## src/rtl/rr_grant_dispatcher.sv

```systemverilog
// Consumer side of the round-robin arbiter. Each accepted grant pops one word from the
// granted FWFT source queue and forwards it to the downstream link FIFO.
module rr_grant_dispatcher #(
  parameter int DATA_W = 10,
  parameter int CNT_W  = 8
) (
  input  logic              clk,
  input  logic              reset,
  input  logic              valid,
  input  logic [1:0]        out_id,
  input  logic [3:0]        empty,
  input  logic [DATA_W-1:0] data0,
  input  logic [DATA_W-1:0] data1,
  input  logic [DATA_W-1:0] data2,
  input  logic [DATA_W-1:0] data3,
  input  logic              dn_full,
  output logic [3:0]        pop,
  output logic              push,
  output logic [DATA_W-1:0] data_out,
  output logic              arb_stall,
  output logic              err_empty,
  output logic [CNT_W-1:0]  grant_cnt0,
  output logic [CNT_W-1:0]  grant_cnt1,
  output logic [CNT_W-1:0]  grant_cnt2,
  output logic [CNT_W-1:0]  grant_cnt3
);

  localparam logic [1:0] IDLE = 2'd0;
  localparam logic [1:0] POP  = 2'd1;
  localparam logic [1:0] SEND = 2'd2;

  logic [1:0]                 state_q, state_d;
  logic [1:0]                 id_q, id_d;
  logic [DATA_W-1:0]          data_q, data_d;
  logic                       err_q, err_d;
  logic [3:0][CNT_W-1:0]      cnt_q, cnt_d;
  logic [DATA_W-1:0]          head_word;

  always_comb begin
    case (id_q)
      2'd0:    head_word = data0;
      2'd1:    head_word = data1;
      2'd2:    head_word = data2;
      default: head_word = data3;
    endcase
  end

  always_comb begin
    // NOTE: every signal gets a default first so no path leaves it unassigned (no latches).
    state_d = state_q;
    id_d    = id_q;
    data_d  = data_q;
    err_d   = err_q;
    cnt_d   = cnt_q;
    case (state_q)
      IDLE: begin
        if (valid && !dn_full) begin
          if (empty[out_id]) begin
            err_d = 1'b1;
          end else begin
            id_d          = out_id;
            cnt_d[out_id] = cnt_q[out_id] + CNT_W'(1);
            state_d       = POP;
          end
        end
      end
      POP: begin
        // The FWFT head is valid in the pop cycle; capture it before the queue advances.
        data_d  = head_word;
        state_d = SEND;
      end
      SEND: begin
        if (!dn_full) state_d = IDLE;
      end
      default: state_d = IDLE;
    endcase
  end

  always_ff @(posedge clk) begin
    // NOTE: sequential state uses non-blocking assignments so all registers update together.
    if (reset) begin
      state_q <= IDLE;
      id_q    <= 2'd0;
      data_q  <= '0;
      err_q   <= 1'b0;
      cnt_q   <= '0;
    end else begin
      state_q <= state_d;
      id_q    <= id_d;
      data_q  <= data_d;
      err_q   <= err_d;
      cnt_q   <= cnt_d;
    end
  end

  assign pop        = (state_q == POP) ? (4'b0001 << id_q) : 4'b0000;
  assign push       = (state_q == SEND) && !dn_full;
  assign arb_stall  = (state_q != IDLE) || dn_full;
  assign data_out   = data_q;
  assign err_empty  = err_q;
  assign grant_cnt0 = cnt_q[0];
  assign grant_cnt1 = cnt_q[1];
  assign grant_cnt2 = cnt_q[2];
  assign grant_cnt3 = cnt_q[3];

endmodule
```

## config.mk

```make
export PLATFORM = sky130hd
export DESIGN_NAME = rr_grant_dispatcher
export DESIGN_NICKNAME = d
export VERILOG_FILES = /design/src/rtl/rr_grant_dispatcher.sv
export SDC_FILE = /design/constraint.sdc
export NUM_CORES = 1
export LEC_CHECK = 0
export ABC_AREA = 0
export CORE_ASPECT_RATIO = 1.4
export CORE_MARGIN = 3
export CORE_UTILIZATION = 30
export DETAILED_ROUTE_END_ITERATION = 12
export SLEW_MARGIN = 20
export SYNTH_ARGS = -nofsm -noshare
export SYNTH_HDL_FRONTEND = slang
export SYNTH_SLANG_ARGS = --single-unit
```

## constraint.sdc

```tcl
create_clock -name clk -period 7.1 [get_ports clk]
set_clock_uncertainty 0.2 [all_clocks]
set_input_delay 1.42 -clock clk [delete_from_list [all_inputs] [get_ports clk]]
set_output_delay 1.42 -clock clk [all_outputs]
set_load 0.02 [all_outputs]
```

==> metrics <==
die span in y=110 um; required time worst endpoint=5.48 ns; Final setup violation count=0; worst skew pair latency=0.30 ns; syn avg cell area=10.6 um^2; H-Tree Depth=2; Vias=2001; unrepaired setup endpoints after global routing=false; Synth cell types=33; Pleak=1.11 nW; crit path cell chain=clkdlybuf4s50_1, nor3b_1, clkdlybuf4s50_1; combinational power share=0.155; remaining global-route overflow=0; Critical R2R Capture=grant_cnt3[1]; Crit Path Class=in -> out; Core Rows=37; Area growth syn-to-layout=47.5%; Starting Density=0.313; Seq pwr share=0.520; vias in the first global route=2022; Min Clock Period, post-route=4.35 ns; first-pass GRT wire length=10.2 mm; Switching Fraction=0.247; # port buffers=98; Pwr Total=0.000528 W; max-slew violations=0; WP buf/inv=2; outcome=finished clean; GRT Overall Usage=0.150; core area=7450 um^2; GPL Wtd Cong=0.767; Int Pwr=0.000397 W; cts hold-fix bufs=0; fmax=0.230 GHz; drt pass-1 iters=4; CTS sink cnt=47; post-DP HPWL=4.77 mm; Critical Path Source Type=input port; CTS buffer count=5; diode count=0; final-stage net count=360; Clock power frac=0.325; Hold Crit Endpoint=data_out[7]; measured slew at the worst slew-check pin=1.02 ns; Fin. Hold Viols=0; critical-path maximum fanout=4; WP data arrival=2.73 ns; Worst Min Path Start=data_out[7]; worst r2r path cells=5; Max-slew headroom=0.320; Critical Path End Type=output pin; area of the die=8890 um^2; initial drt markers=84; largest net degree at the start of global routing=48; worst r2r src=state_q[0]; register area share after synthesis=0.403; Final period util=0.613; R2R setup slack=4.66 ns; root buf cell=clkbuf_8; CP dominant cell by count=clkdlybuf4s50_1; HP Class=reg -> reg; Cell Area, Synth=2330 um^2; die width=80.6 um; CTS tree=built; Reg clk slew, reported paths=0.08 ns; routed wire length=6.37 mm; Critical Path Max Stage Delay=0.63 ns; CP max stage cell=clkdlybuf4s50_1; DRC Markers=0; IO Pins=99; Switching Power=0.000130 W; Top delay family on crit path=buffers and inverters; Cell Pwr Density=153 nW/um^2; Max Cap Violations=0; Routed Antenna Nets=0; Longest Clk Path Bufs=2; setup repair bufs after CTS=0; setup_tns=0 ns; worst hold path depth=2; routed length per instance=15.6 um; Yosys reg bits=47; post-CTS sizing=0; via/cell ratio=4.92; initial antenna violation count=0; Worst VDD drop=100 uV; layout cells sized above 1=0.106; yosys warns=0; Synthesized Nets=271; Post-Synthesis Cells=220
-- flip-flops by register name (all words and copies together), names as in the netlist --
name and cells:
data_out 10, id_q 2, grant_cnt2 8, err_empty 1
grant_cnt1 8, state_q 2, grant_cnt0 8, grant_cnt3 8
-- per-stage QoR --
step / area, um^2 / setup slack (ns) / util / hold WS [ns] / instances
finish: 3440 / 2.75 / 0.462 / 0.257 / 407
global route: 3440 / 2.66 / 0.462 / 0.285 / 407
CTS: 3440 / 2.73 / 0.462 / 0.262 / 407
detailed placement: 3340 / 2.59 / 0.449 / 0.249 / 399
global placement: 3340 / 2.68 / 0.449 / 0.244 / 399
floorplan: 2330 / 3.54 / - / 0.312 / 220
-- logic make-up after synthesis --
kind of cell | after synthesis | share of synthesized area
compound gates | 32 | 0.0900
flops | 47 | 0.403
xor+xnor | 6 | 0.0257
buf+inv | 18 | 0.0445
fa+ha+maj | 1 | 0.00536
mux | 33 | 0.251
simple gates | 83 | 0.181
-- power groups by stage --
stage                     combinational (W)  clock [W]  sequential [W]
after floorplan                   0.0000373          0        0.000283
after global placement            0.0000813          0        0.000281
after detailed placement          0.0000823          0        0.000281
after CTS                         0.0000825   0.000179        0.000275
after global routing              0.0000874   0.000190        0.000276
final                             0.0000816   0.000172        0.000274
-- cell type report --
type | count | area, um^2
fillers | 722 | 4010
multi-input cells | 155 | 1290
clock buffers | 6 | 82.6
inverters | 1 | 3.75
well taps | 97 | 121
clock inverters | 2 | 16.3
flip-flops and latches | 47 | 941
repair buffers | 99 | 988
-- worst max path at each step --
stage               startpoint       endpoint  slack (ns)  depth (start not counted)
floorplan              dn_full           push        3.54                          1
detailed placement   out_id[0]  grant_cnt0[6]        2.59                          7
global placement     out_id[0]  grant_cnt0[6]        2.68                          7
finish                 dn_full           push        2.75                          3
CTS                    dn_full           push        2.73                          3
global route           dn_full           push        2.66                          3
-- routing by layer --
layer	vias to the layer above	share of wire	track usage
met4	0	0.023	0.0628
met5	-	0	0
met1	953	0.43	0.183
met2	60	0.51	0.257
met3	8	0.043	0.0309
li1	980	-	-
-- tightest hold or removal path, delay by kind of cell (launching register included) --
family | cells | cell delay [ns]
AOI/OAI and AO/OA | 1 | 0.05
DFF | 1 | 0.31
and+or+nand+nor | 1 | 0.05
-- synth_stat cells --
master    instances  share of area
dfxtp_1          47           0.40
nor2_1           39          0.063
nand2_1          25          0.040
a211oi_1         20          0.064
mux2i_1          14          0.060
mux4_2           14           0.14
a21oi_1          12          0.026
clkbuf_1          9          0.014
xnor2_1           5          0.019
buf_2             4         0.0086
mux4_1            4          0.045
nor3_1            3         0.0064
buf_4             2         0.0064
nand3_1           2         0.0043
nor3b_1           2         0.0064
and3_1            1         0.0027
buf_12            1         0.0086
buf_6             1         0.0048
ha_1              1         0.0054
inv_1             1         0.0016
mux4_4            1          0.011
nand2_2           1         0.0027
nand2b_1          1         0.0027
nand3_2           1         0.0043
nand3b_1          1         0.0032
nor2b_1           1         0.0027
nor3_2            1         0.0043
nor3_4            1         0.0070
nor3b_2           1         0.0054
nor4_4            1         0.0091
nor4b_2           1         0.0064
nor4b_4           1          0.010
xnor2_2           1         0.0070
-- cell usage in the layout, fill, tap and decap left out, types with 3 or more instances in the layout --
cell / instances
clkdlybuf4s50_1: 98
dfxtp_1: 47
nor2_1: 39
nand2_1: 25
a211oi_1: 20
mux4_2: 14
mux2i_1: 14
a21oi_1: 12
clkbuf_8: 6
xnor2_1: 5
mux4_1: 4
nor3_1: 3
(Power assumes the default switching activity.)
==> RTL edit 1, RTL diff (same settings) <==
The parameter `CNT_W` goes from 8 to 9.
--- a/src/rtl/rr_grant_dispatcher.sv
+++ b/src/rtl/rr_grant_dispatcher.sv
@@ -2,7 +2,7 @@
 // granted FWFT source queue and forwards it to the downstream link FIFO.
 module rr_grant_dispatcher #(
   parameter int DATA_W = 10,
-  parameter int CNT_W  = 8
+  parameter int CNT_W  = 9
 ) (
   input  logic              clk,
   input  logic              reset,
Interface: changed (resized grant_cnt0, grant_cnt1, grant_cnt2 and grant_cnt3); port bits go from 99 to 103. No check against the original RTL was run, so the function may have changed too.
==> RTL edit 1 against the original RTL <==
  * Cell area up 5.6%
  * Area after synthesis up 7.3%
  * Synthesized cell count up 9.5%
  * Sequential cell count up 4
  * Routed wire length up 14%
  * Core utilization down 0.41 points
  * Combinational power up 12%
  * Fmax down 0.42%
  * Power up 14%
  * Worst setup slack worse by 0.019 ns
  * Critical path type unchanged
==> RTL edit 1: results (changes against the original RTL) <==
Outcome
  • Outcome: finished clean

Yosys
  • Commonest cells in the netlist: dfxtp_1, nor2_1, nand2_1
  • Netlist cell types: 34 (+3.0%)
  • Net count after synthesis: 292 (+7.7%)
  • Largest cells by area after synthesis: dfxtp_1, mux4_2, nor2_1
  • Sequential share of the synthesized area: 0.407 (+0.00439)

Routing
  • Final WL: 7.23 mm (+14%)
  • Vias per cell: 5.18 (+5.3%)
  • DR iter-0 viols: 41 (-51%)

Power and ir drop
  • Leakage: 1.15 nW (+2.7%)
  • Switching share of power: 0.236 (-0.0114)
  • Worst vdd ir: 0.0000894 V (-11%)

Critical path
  • Max stage delay on crit path: 0.54 ns (-0.09 ns)
  • Crit path max fanout: 5 (+1)
  • CP arrival: 2.75 ns (+0.02 ns)

Global route
  • GRT Util Overall: 0.152 (+0.00215)
  • Largest net degree at the start of global routing: 52 (+8.3%)
  • First-pass GRT wire length: 11.7 mm (+14%)
  • Vias in the first global route: 2255 (+12%)

Placed design
  • Port bufs: 102 (+4.1%)
  • Post-Place Cells: 422 (+5.8%)
  • Placer Congestion: 0.813 (+6.0%)
  • DP HPWL: 5.41 mm (+13%)

CTS
  • Clock Latency Late Sink: 0.30 ns (about the same)

Timing
  • Rel. slew slack: 0.318 (-0.00211)

Finish
  • Share of cells above drive strength 1: 0.103 (-0.00342)
  • Final nets: 380 (+5.6%)
## RTL edit 1: cell count changes in the layout (fill, tap and decap cells not counted), moves of 4 or more
cell | before | now
a211oi_1 | 20 | 14
xnor2_1 | 5 | 1
or3_1 | 0 | 5
mux4_2 | 14 | 20
o21ai_0 | 0 | 6
dfxtp_1 | 47 | 51
mux4_1 | 4 | 0
mux2i_1 | 14 | 4
a311oi_1 | 0 | 13
## RTL edit 1: final timing paths
path | from | endpoint | slack (ns) | depth (start not counted)
worst min-delay path | data_out[5] | data_out[5] | 0.26 | 2
worst max register to register | state_q[1] | grant_cnt1[1] | 4.40 | 4
worst min register to register | data_out[5] | data_out[5] | 0.26 | 2
worst max-delay path | dn_full | arb_stall | 2.73 | 3
## RTL edit 1: power by group through the flow
stage	Clock [mW]	Combinational [mW]	Sequential, mW
5_1_grt	0.224	0.0979	0.301
4_1_cts	0.218	0.0925	0.300
3_3_place_gp	0	0.0909	0.306
3_5_place_dp	0	0.0919	0.306
6_report	0.210	0.0912	0.299
2_1_floorplan	0	0.0424	0.310
## RTL edit 1: final cells by class
type / count / area share
well taps: 100 / 0.0344
clock buffers: 6 / 0.0227
multi-input cells: 169 / 0.373
repair buffers: 102 / 0.279
clock inverters: 2 / 0.00964
flip-flops and latches: 51 / 0.281
## RTL edit 1: logic make-up after synthesis
family / Yosys count / share of synthesized area
AOI/OAI and AO/OA: 55 / 0.154
buffers and inverters: 21 / 0.0514
and+or+nand+nor: 86 / 0.176
DFF: 51 / 0.407
xor gates and xnor gates: 3 / 0.0105
adders and majority gates: 1 / 0.00499
muxes: 24 / 0.196
## RTL edit 1: routing by layer
layer / track usage / routed length (µm) / vias to the layer above / share of wire
met3: 0.0511 / 568 / 9 / 0.079
met5: 0 / 0 / - / 0
met1: 0.180 / 3010 / 1033 / 0.42
li1: - / - / 1087 / -
met2: 0.266 / 3560 / 97 / 0.49
met4: 0.0382 / 82 / 0 / 0.011
## RTL edit 1: through the flow
step                utilization  power, mW  hold slack, ns  setup slack [ns]  instance area [µm²]
global route              0.458      0.623           0.279              2.65                 3640
finish                    0.458      0.601           0.258              2.73                 3640
global placement          0.443      0.397           0.243              2.66                 3520
floorplan                     -      0.352           0.304              3.54                 2510
CTS                       0.458      0.610           0.260              2.72                 3640
detailed placement        0.443      0.398           0.247              2.57                 3520
## RTL edit 1: worst min-delay path: stages, from the launching register on
cell	delay, ns
dfxtp_1	0.32
nand2_1	0.05
a21oi_1	0.05
==> RTL edit 2, RTL diff (same settings) <==
Made on the original files. Reset style: asynchronous (`reset`), changed in one clocked block.
--- a/src/rtl/rr_grant_dispatcher.sv
+++ b/src/rtl/rr_grant_dispatcher.sv
@@ -76,7 +76,7 @@
     endcase
   end
 
-  always_ff @(posedge clk) begin
+  always_ff @(posedge clk or posedge reset) begin
     // NOTE: sequential state uses non-blocking assignments so all registers update together.
     if (reset) begin
       state_q <= IDLE;
Check against the original RTL: differs if reset is asserted again (counterexample within 4 cycles, from zero or initial values and one cycle with reset high); with reset held inactive, the same outputs for 10 cycles.
==> RTL edit 2 against the original RTL <==
  * Routed wire length rose by 19%
  * Core utilization decreased by 0.29 points
  * Critical path depth unchanged
  * Cell area is 5.9% higher
  * Die area is 7.2% higher
  * Via count is 15% higher
  * Hold slack improved by 0.025 ns
  * Sequential cell count is the same
  * Worst setup slack got worse by 0.036 ns
  * Area after synthesis is 7.7% higher
Power is not compared: it rests on default switching activity, and its combinational part moved more than twofold at a synthesized area within 25%.
==> RTL edit 2: results (changes against the original RTL) <==
CTS
  • Root Buffer Master: clkbuf_8
  • CTS Buf Count: 5 (unchanged)
  • Postcts setup bufs: 0 (unchanged)

Timing
  • Hold slack: 0.282 ns (+0.0253 ns)
  • Worst-margin pin slew: 0.936 ns (-0.0794 ns)

Placed design
  • DP HPWL: 5.62 mm (+18%)
  • Post-Place Cells: 428 (+7.3%)
  • Placer Congestion: 0.769 (+0.31%)
  • Place WS: 2.64 ns (+0.0482 ns)

Global route
  • First-pass GRT wire length: 12.5 mm (+22%)
  • Vias in the first global route: 2326 (+15%)
  • Largest net degree at the start of global routing: 48 (unchanged)
  • GRT Util Overall: 0.166 (+0.0159)

Finish
  • Share of cells above drive strength 1: 0.0925 (-0.0139)
  • Design area: 3640 µm² (+5.9%)
  • Fin cells: 435 (+6.9%)
  • Final nets: 386 (+7.2%)
  • Number of fill cells: 760 (+5.3%)
  • Number of flip-flops in the largest register: 10 (unchanged)

Critical path
  • CP arrival: 2.77 ns (+0.04 ns)
  • Crit path max fanout: 5 (+1)
  • Max stage delay on crit path: 0.54 ns (-0.09 ns)
  • Worst r2r path cells: 4 (-1)
  • Setup slack, reg-to-reg: 4.13 ns (-0.53 ns)
  • RR Endpoint: grant_cnt1[5]
  • Worst reg2reg path startpoint: state_q[1]

Yosys
  • Mean Syn Cell Area: 10.2 µm² (-4.1%)
  • Primary FF master, synth: dfrtp_1
  • Netlist cell types: 31 (-6.1%)
  • Largest cells by area after synthesis: dfrtp_1, mux4_2, nand2_1
  • Asr flop ratio synth: 1.00 (+1.00)
  • Sequential share of the synthesized area: 0.468 (+0.0647)
  • Commonest cells in the netlist: nand2_1, dfrtp_1, nand3_1
  • Net count after synthesis: 298 (+10%)

Routing
  • DR iter-0 viols: 71 (-15%)
  • Vias per cell: 5.27 (+7.2%)
  • Drt wl/cell: 17.5 µm (+12%)

Hold path
  • Hold Path End: err_empty
  • Min-delay src: err_empty
  • Hold Path Depth: 1 (-1)

Outcome
  • Outcome: finished clean
[RTL edit 2: cells by family after synthesis]
kind of cell    after synthesis  share of synthesized area
simple gates                120                      0.230
flops                        47                      0.468
compound gates               35                     0.0846
mux                          21                      0.170
buf+inv                      20                     0.0318
xor+xnor                      3                     0.0104
fa+ha+maj                     1                    0.00497
[RTL edit 2: power groups by stage]
stage | Sequential (mW) | Combinational (mW) | Clock [mW]
after CTS | 0.379 | 0.361 | 0.170
after detailed placement | 0.383 | 0.359 | 0
after floorplan | 0.420 | 0.150 | 0
after global placement | 0.384 | 0.354 | 0
after global routing | 0.388 | 0.385 | 0.185
final | 0.378 | 0.356 | 0.166
[RTL edit 2: layer usage]
metal / share of wire / up-vias / track usage
met3: 0.077 / 9 / 0.0482
met1: 0.43 / 1099 / 0.211
li1: - / 1072 / -
met5: 0 / - / 0
met2: 0.48 / 112 / 0.277
met4: 0.016 / 0 / 0.0458
[RTL edit 2: cell type report]
type	instances	area (µm²)	area share
Sequential cell	47	1180	0.323
Clock inverter	1	5.00	0.00137
Clock buffer	6	82.6	0.0227
Multi-Input combinational cell	180	1260	0.345
Inverter	2	8.76	0.00240
Timing Repair Buffer	99	988	0.271
Tap cell	100	125	0.0343
[RTL edit 2: worst max-delay path by stage]
stage / start / end / slack [ns]
2_1_floorplan: dn_full / push / 3.54
3_3_place_gp: dn_full / arb_stall / 2.74
3_5_place_dp: dn_full / grant_cnt1[5] / 2.64
4_1_cts: dn_full / arb_stall / 2.71
5_1_grt: dn_full / arb_stall / 2.65
6_report: dn_full / arb_stall / 2.71
